`config.mk`:
```
export PLATFORM = sky130hd
export DESIGN_NAME = button_events
export DESIGN_NICKNAME = d
export VERILOG_FILES = /design/src/rtl/button_events.sv
export SDC_FILE = /design/constraint.sdc
export NUM_CORES = 1
export LEC_CHECK = 0
export ABC_AREA = 1
export BUFFER_PORTS_ARGS = -buffer_cell sky130_fd_sc_hd__buf_2
export CAP_MARGIN = 10
export CELL_PAD_IN_SITES_DETAIL_PLACEMENT = 1
export CELL_PAD_IN_SITES_GLOBAL_PLACEMENT = 1
export CORE_ASPECT_RATIO = 0.5
export CORE_MARGIN = 2
export CORE_UTILIZATION = 49
export DETAILED_ROUTE_END_ITERATION = 16
export GPL_TIMING_DRIVEN = 0
export PLACE_DENSITY_LB_ADDON = 0.3
export SETUP_SLACK_MARGIN = 0.15
export SKIP_LAST_GASP = 1
export SLEW_MARGIN = 20
export SYNTH_ARGS = -nofsm -noshare
export SYNTH_HDL_FRONTEND = slang
export SYNTH_SLANG_ARGS = --single-unit
```
`constraint.sdc`:
```
create_clock -name CLK -period 4.4 [get_ports CLK]
set_input_delay 0.22 -clock CLK [delete_from_list [all_inputs] [get_ports CLK]]
set_output_delay 0.22 -clock CLK [all_outputs]
set_load 0.01 [all_outputs]
```
`src/rtl/button_events.sv`:
```
// button_events: raw push-button pins to debounced levels and
// single-cycle press, release and long-press pulses.
module button_events #(
   parameter int                 NUM_BTN         = 4,
   parameter logic [NUM_BTN-1:0] ACTIVE_LOW_MASK = NUM_BTN'(4'b0001),
   parameter int                 DEBOUNCE_CYCLES = 120000,
   parameter int                 LONG_CYCLES     = 12000000
) (
   input  logic               CLK,
   input  logic               RST_N,
   input  logic [NUM_BTN-1:0] btn_raw,
   output logic [NUM_BTN-1:0] btn_level,
   output logic [NUM_BTN-1:0] btn_press,
   output logic [NUM_BTN-1:0] btn_release,
   output logic [NUM_BTN-1:0] btn_long
);

   localparam int DW = $clog2(DEBOUNCE_CYCLES + 1);
   localparam int HW = $clog2(LONG_CYCLES + 1);

   localparam logic [DW-1:0] DB_LAST   = DW'(DEBOUNCE_CYCLES - 1);
   localparam logic [HW-1:0] HOLD_LAST = HW'(LONG_CYCLES - 1);

   logic [NUM_BTN-1:0] r_sync1;
   logic [NUM_BTN-1:0] r_sync2;
   logic [NUM_BTN-1:0] w_norm;

   // two-flop synchronizer; reset loads the idle pin level
   always_ff @(posedge CLK) begin
      if (!RST_N) begin
         r_sync1 <= ACTIVE_LOW_MASK;
         r_sync2 <= ACTIVE_LOW_MASK;
      end else begin
         r_sync1 <= btn_raw;
         r_sync2 <= r_sync1;
      end
   end

   // 1 = pressed regardless of pin polarity
   assign w_norm = r_sync2 ^ ACTIVE_LOW_MASK;

   for (genvar g = 0; g < NUM_BTN; g++) begin : g_btn
      logic [DW-1:0] r_db_cnt;
      logic [HW-1:0] r_hold_cnt;
      logic          r_level;
      logic          r_press;
      logic          r_release;
      logic          r_fired;
      logic          r_long;

      // accept a new level after an unbroken run of mismatching samples
      always_ff @(posedge CLK) begin
         if (!RST_N) begin
            r_db_cnt  <= '0;
            r_level   <= 1'b0;
            r_press   <= 1'b0;
            r_release <= 1'b0;
         end else begin
            r_press   <= 1'b0;
            r_release <= 1'b0;
            if (w_norm[g] == r_level) begin
               r_db_cnt <= '0;
            end else if (r_db_cnt == DB_LAST) begin
               r_db_cnt  <= '0;
               r_level   <= w_norm[g];
               r_press   <= w_norm[g];
               r_release <= ~w_norm[g];
            end else begin
               r_db_cnt <= r_db_cnt + 1'b1;
            end
         end
      end

      // count held cycles and fire one long pulse per press
      always_ff @(posedge CLK) begin
         if (!RST_N) begin
            r_hold_cnt <= '0;
            r_fired    <= 1'b0;
            r_long     <= 1'b0;
         end else begin
            r_long <= 1'b0;
            if (!r_level) begin
               r_hold_cnt <= '0;
               r_fired    <= 1'b0;
            end else if (!r_fired) begin
               if (r_hold_cnt == HOLD_LAST) begin
                  r_long  <= 1'b1;
                  r_fired <= 1'b1;
               end else begin
                  r_hold_cnt <= r_hold_cnt + 1'b1;
               end
            end
         end
      end

      assign btn_level[g]   = r_level;
      assign btn_press[g]   = r_press;
      assign btn_release[g] = r_release;
      assign btn_long[g]    = r_long;
   end

endmodule
```
## Word level (Yosys, flattened, before mapping)

Cells that the tools add are included.

| word-level totals | value |
|---|---|
| register bits after elaboration | 192 |
| word-level logic and storage cells | 107 |

| operators by class | value |
|---|---|
| equality and inequality tests | 12 |
| bitwise logic cells | 25 |
| add/subtract/negate cells | 8 |
| reductions and logical operators | 24 |
| multiplexer cells | 8 |

Operators by type and width:

| cell | number |
|---|---|
| adder 24 x 1 -> 24 bit, second input constant | 4 |
| equality test 24 bit, second input constant | 4 |
| adder 17 x 1 -> 17 bit, second input constant | 4 |
| equality test 17 bit, second input constant | 4 |
| OR reduction 3 bit | 12 |
| NOT 1 bit | 25 |
| AND reduction 2 bit | 12 |
| two-way mux 1 bit | 8 |
| equality test 1 bit | 4 |

## Logic depth before layout (Yosys ltp)

| logic depth | value |
|---|---|
| depth in word-level cells | 4 |
| mapped depth | 10 |

## Least setup slack after synthesis

No wires, ideal clock.

| path | value |
|---|---|
| path kind | register to register |
| start | register g_btn[3].r_hold_cnt[0] |
| end | register g_btn[3].r_hold_cnt[15] |
| cell stages (with the launch flop) | 10 |
| slack | 2.786 ns |
| setup time | 0.135 ns |
| required time | 4.265 ns |
| arrival | 1.480 ns |
| path through | dfxtp_1 > ha_1 > nand2_2 > nor3_4 > nand3_4 > nand2_8 > inv_2 > buf_6 > nand2_1 > a21oi_2 |

| on the way | value |
|---|---|
| word-level cells in the longest chain between the ends | 3 |
| elaborated cells on any way between the ends | 4 |

RTL lines:

| what | RTL line | RTL |
|---|---|---|
| start: declaration | 44 | `logic [HW-1:0] r_hold_cnt;` |
| start signal: assignment | 90 | `r_hold_cnt <= r_hold_cnt + 1'b1;` |
| branches (longest 3 deep; another with adder 24 x 1 -> 24 bit) | -- |  |

Parallel ways; which one is timed is not known.
A chain may end at the register's enable or synchronous reset.

## Worst setup path in the final report

| path | value |
|---|---|
| start | register g_btn[2].r_db_cnt[0] |
| end | register g_btn[2].r_db_cnt[3] |

| on the way | value |
|---|---|
| word-level cells in the longest chain between the ends | 2 |
| elaborated cells on any way between the ends | 3 |

RTL lines:

| what | RTL line | RTL |
|---|---|---|
| start: declaration | 43 | `logic [DW-1:0] r_db_cnt;` |
| start signal: assignment | 69 | `r_db_cnt <= r_db_cnt + 1'b1;` |
| branches (longest 2 deep; another with adder 17 x 1 -> 17 bit) | -- |  |

Parallel ways; which one is timed is not known.

==> metrics <==
Util after Layout 0.553; met3 wire len 855 um; Die H approximately 110 um; flop-to-flop setup slack roughly 2.3 ns; Die Span X between 200 and 250 um; largest area contributor in the netlist dfxtp_1; detailed placement HPWL around 21000 um; post-synthesis cell count 1550; Post-CTS Setup Repair Bufs 0; Yosys cell types 35; WHS around 0.39 ns; DRT iter0 DRCs roughly 490; GRT Util Overall 0.272; CP arrival roughly 2.5 ns; dpl cells roughly 1800; final worst path period need approximately 2.1 ns; origin of the worst min-delay path RST_N; # port buffers 20; largest net degree at the start of global routing 20; Setup Skew between 0.01 and 0.015 ns; via count of the first global-routing pass ~11000; Ys Warns 0; Total Wirelength 29100 um; Worst path slowest cell dfxtp_1; final antenna diode count 0; antenna violations before repair 0; Slew headroom 0.485; Avg Cell Area, Syn about 6.6 um^2; fin nets ~1600; delay of the slowest critical-path stage about 0.36 ns; Leakage Power approximately 4 nW; DR vias/cell 5.40; Hold WC Path Type in2reg; area of the core around 0.021 mm^2; WL per Instance roughly 15 um; max_cap viols 0; DRT antenna net count 0; placed cell areas 0.0107 mm^2; met1 wire length roughly 13000 um; first-pass GRT wire length 49600 um; cell area after layout 0.0114 mm^2; fin crit share 0.479; CP cell instances ha_1 > nand2_1 > nor2_1 > nand2_1 > nor2_1 > nand2_1 > nand3_1 > buf_2 > nor2_1; final global-route overflow total 0; Initial Util 0.500; WS Path Type reg2reg; CP delay by family, top simple AND/OR/NAND/NOR gates; Finished Layout Cells 1879; PD cells 298 mW/mm^2; Critical Path Source Type flip-flop; detailed-route DRC error count 0; cells on worst reg2reg path 9; row count 37; sequential element share of the synthesized area 0.374; Pins Over Slew Limit 0; Worst-path clk slew 0.08 ns; fmax around 0.47 GHz; CTS max path bufs 2; CTS Sinks between 150 and 200; reg2reg end g_btn[2].r_db_cnt[3]; top post-synthesis cells by area dfxtp_1 (37%), nand2_1 (15%), nor2_1 (10%); CP Buf/Inv Count 1; Worst Max-Slew Pin Slew 0.772 ns; critical path peak fanout 10; Worst setup EP type flip-flop; Net Count, Synth 1564; RSZ-0062 raised after global routing false; drt pass-1 iters 6; area share of the leading cell type in the synthesized netlist 0.374; Synth Cell Area around 0.01 mm^2; Hold Vio Cnt, Final 0; Clock Root Buffer clkbuf_16; Routability Congestion 0.941; die area 0.0222 mm^2; status finished, final reports clean; Top Metal Used met4; CTS tree built; # IOs 22; Final Setup Violations 0; Fin Setup TNS 0 ns; Syn-to-layout area delta 10.6%; share of layout cells above drive strength 1 0.0778; WHS Path Cells 3; CP required around 4.7 ns; H-tree depth 4; via count 10143; Hold Path Sink g_btn[3].r_press; Worst R2R Start g_btn[2].r_db_cnt[0]; met2 wire length approximately 15000 um; Yosys reg bits between 150 and 200; latest clock arrival within the worst-skew pair 0.45 ns; CTS Buf Count 17; Max IR drop VDD around 280 uV
==> worst max-delay path by stage <==
stage	startpoint	cells after the start	endpoint
after detailed placement	RST_N	5	g_btn[0].r_hold_cnt[0]
after global placement	g_btn[3].r_db_cnt[0]	7	g_btn[3].r_db_cnt[8]
after global routing	g_btn[2].r_db_cnt[0]	9	g_btn[2].r_db_cnt[15]
after floorplan	g_btn[3].r_hold_cnt[0]	9	g_btn[3].r_hold_cnt[15]
final	g_btn[2].r_db_cnt[0]	9	g_btn[2].r_db_cnt[3]
after CTS	g_btn[2].r_db_cnt[0]	9	g_btn[2].r_db_cnt[3]
==> Yosys cell counts (all sizes together) <==
cell	number
or2	11
nor4	5
xnor2	25
nor2	282
o21bai	2
nor3b	4
o21ai	18
a21oi	79
ha	8
dfxtp	192
nand2	419
nand3	124
nand4	57
and2	1
nand3b	5
a31oi	4
inv	164
buf	41
clkbuf	7
nor3	52
xor2	48
clkinv	2
==> layer usage <==
layer / GRT usage / up-vias
met5: 0 / -
met4: 0.0827 / 0
met3: 0.0452 / 48
met2: 0.516 / 150
met1: 0.316 / 4941
li1: - / 5004
==> per-stage QoR <==
| step | power [mW] | setup WS (ns) |
|---|---|---|
| 3_3_place_gp | 1.81 | 2.43 |
| 5_1_grt | 3.48 | 2.10 |
| 3_5_place_dp | 1.81 | 2.36 |
| 6_report | 3.38 | 2.29 |
| 2_1_floorplan | 1.80 | 2.79 |
| 4_1_cts | 3.41 | 2.27 |
==> cells in the final DEF (no fill, tap or decap), types with 3 or more instances in the layout <==
master | netlist | layout
nand2_1 | 414 | 414
nor2_1 | 280 | 280
dfxtp_1 | 192 | 192
inv_1 | 159 | 159
nand3_1 | 119 | 119
a21oi_1 | 75 | 75
nand4_1 | 57 | 57
nor3_1 | 48 | 48
xor2_1 | 48 | 48
buf_2 | 11 | 31
xnor2_1 | 25 | 25
o21ai_0 | 18 | 18
buf_4 | 17 | 17
clkbuf_16 | 0 | 17
or2_2 | 11 | 11
ha_1 | 8 | 8
clkbuf_1 | 7 | 7
buf_6 | 7 | 7
inv_2 | 5 | 5
nand3b_1 | 5 | 5
nor4_1 | 5 | 5
inv_6 | 0 | 5
a31oi_1 | 4 | 4
nor3_4 | 4 | 4
nand3_4 | 4 | 4
buf_1 | 4 | 4
a21oi_2 | 4 | 4
nor3b_1 | 4 | 4
dlygate4sd3_1 | 0 | 4
nand2_4 | 3 | 3
clkinv_8 | 0 | 3
==> registers in the layout, indices dropped and copies added (netlist names) <==
signal and count:
r_sync1 4, g_btn.r_press 4, g_btn.r_hold_cnt 96, g_btn.r_fired 4, g_btn.r_release 4, g_btn.r_db_cnt 68, g_btn.r_long 4, g_btn.r_level 4
r_sync2 4
==> final cells by class <==
| type | instances | area (um^2) |
|---|---|---|
| tap | 273 | 342 |
| multi-input combinational | 1144 | 5470 |
| timing repair buffer | 24 | 140 |
| sequential | 192 | 3840 |
| buffer | 48 | 333 |
| fill | 2851 | 9200 |
| clock inverter | 14 | 168 |
| inverter | 166 | 623 |
| clock buffer | 18 | 439 |
==> power breakdown <==
group / internal (mW) / leakage (nW) / switching (mW)
logic: 0.00837 / 2.26 / 0.0160
registers: 1.74 / 1.55 / 0.00312
clock network: 0.828 / 0.298 / 0.786
==> kinds of logic after synthesis <==
family,count (synthesis),share of synthesized area
simple gates,960,0.408
buf+inv,214,0.0931
compound gates,103,0.0526
flops,192,0.374
fa+ha+maj,8,0.00975
xor+xnor,73,0.0623
==> timing repair <==
item                                   CTS  global route
hold buffers                             4             0
endpoints found under the hold margin    4             0
resized for setup                        0             0
==> worst register-to-register path: stages (launching register included) <==
cell and delay, ns:
dfxtp_1 0.36, ha_1 0.17, nand2_1 0.08, nor2_1 0.19, nand2_1 0.15, nor2_1 0.18
nand2_1 0.16, nand3_1 0.32, buf_2 0.31, nor2_1 0.08
Power figures use the tool's default switching activity.
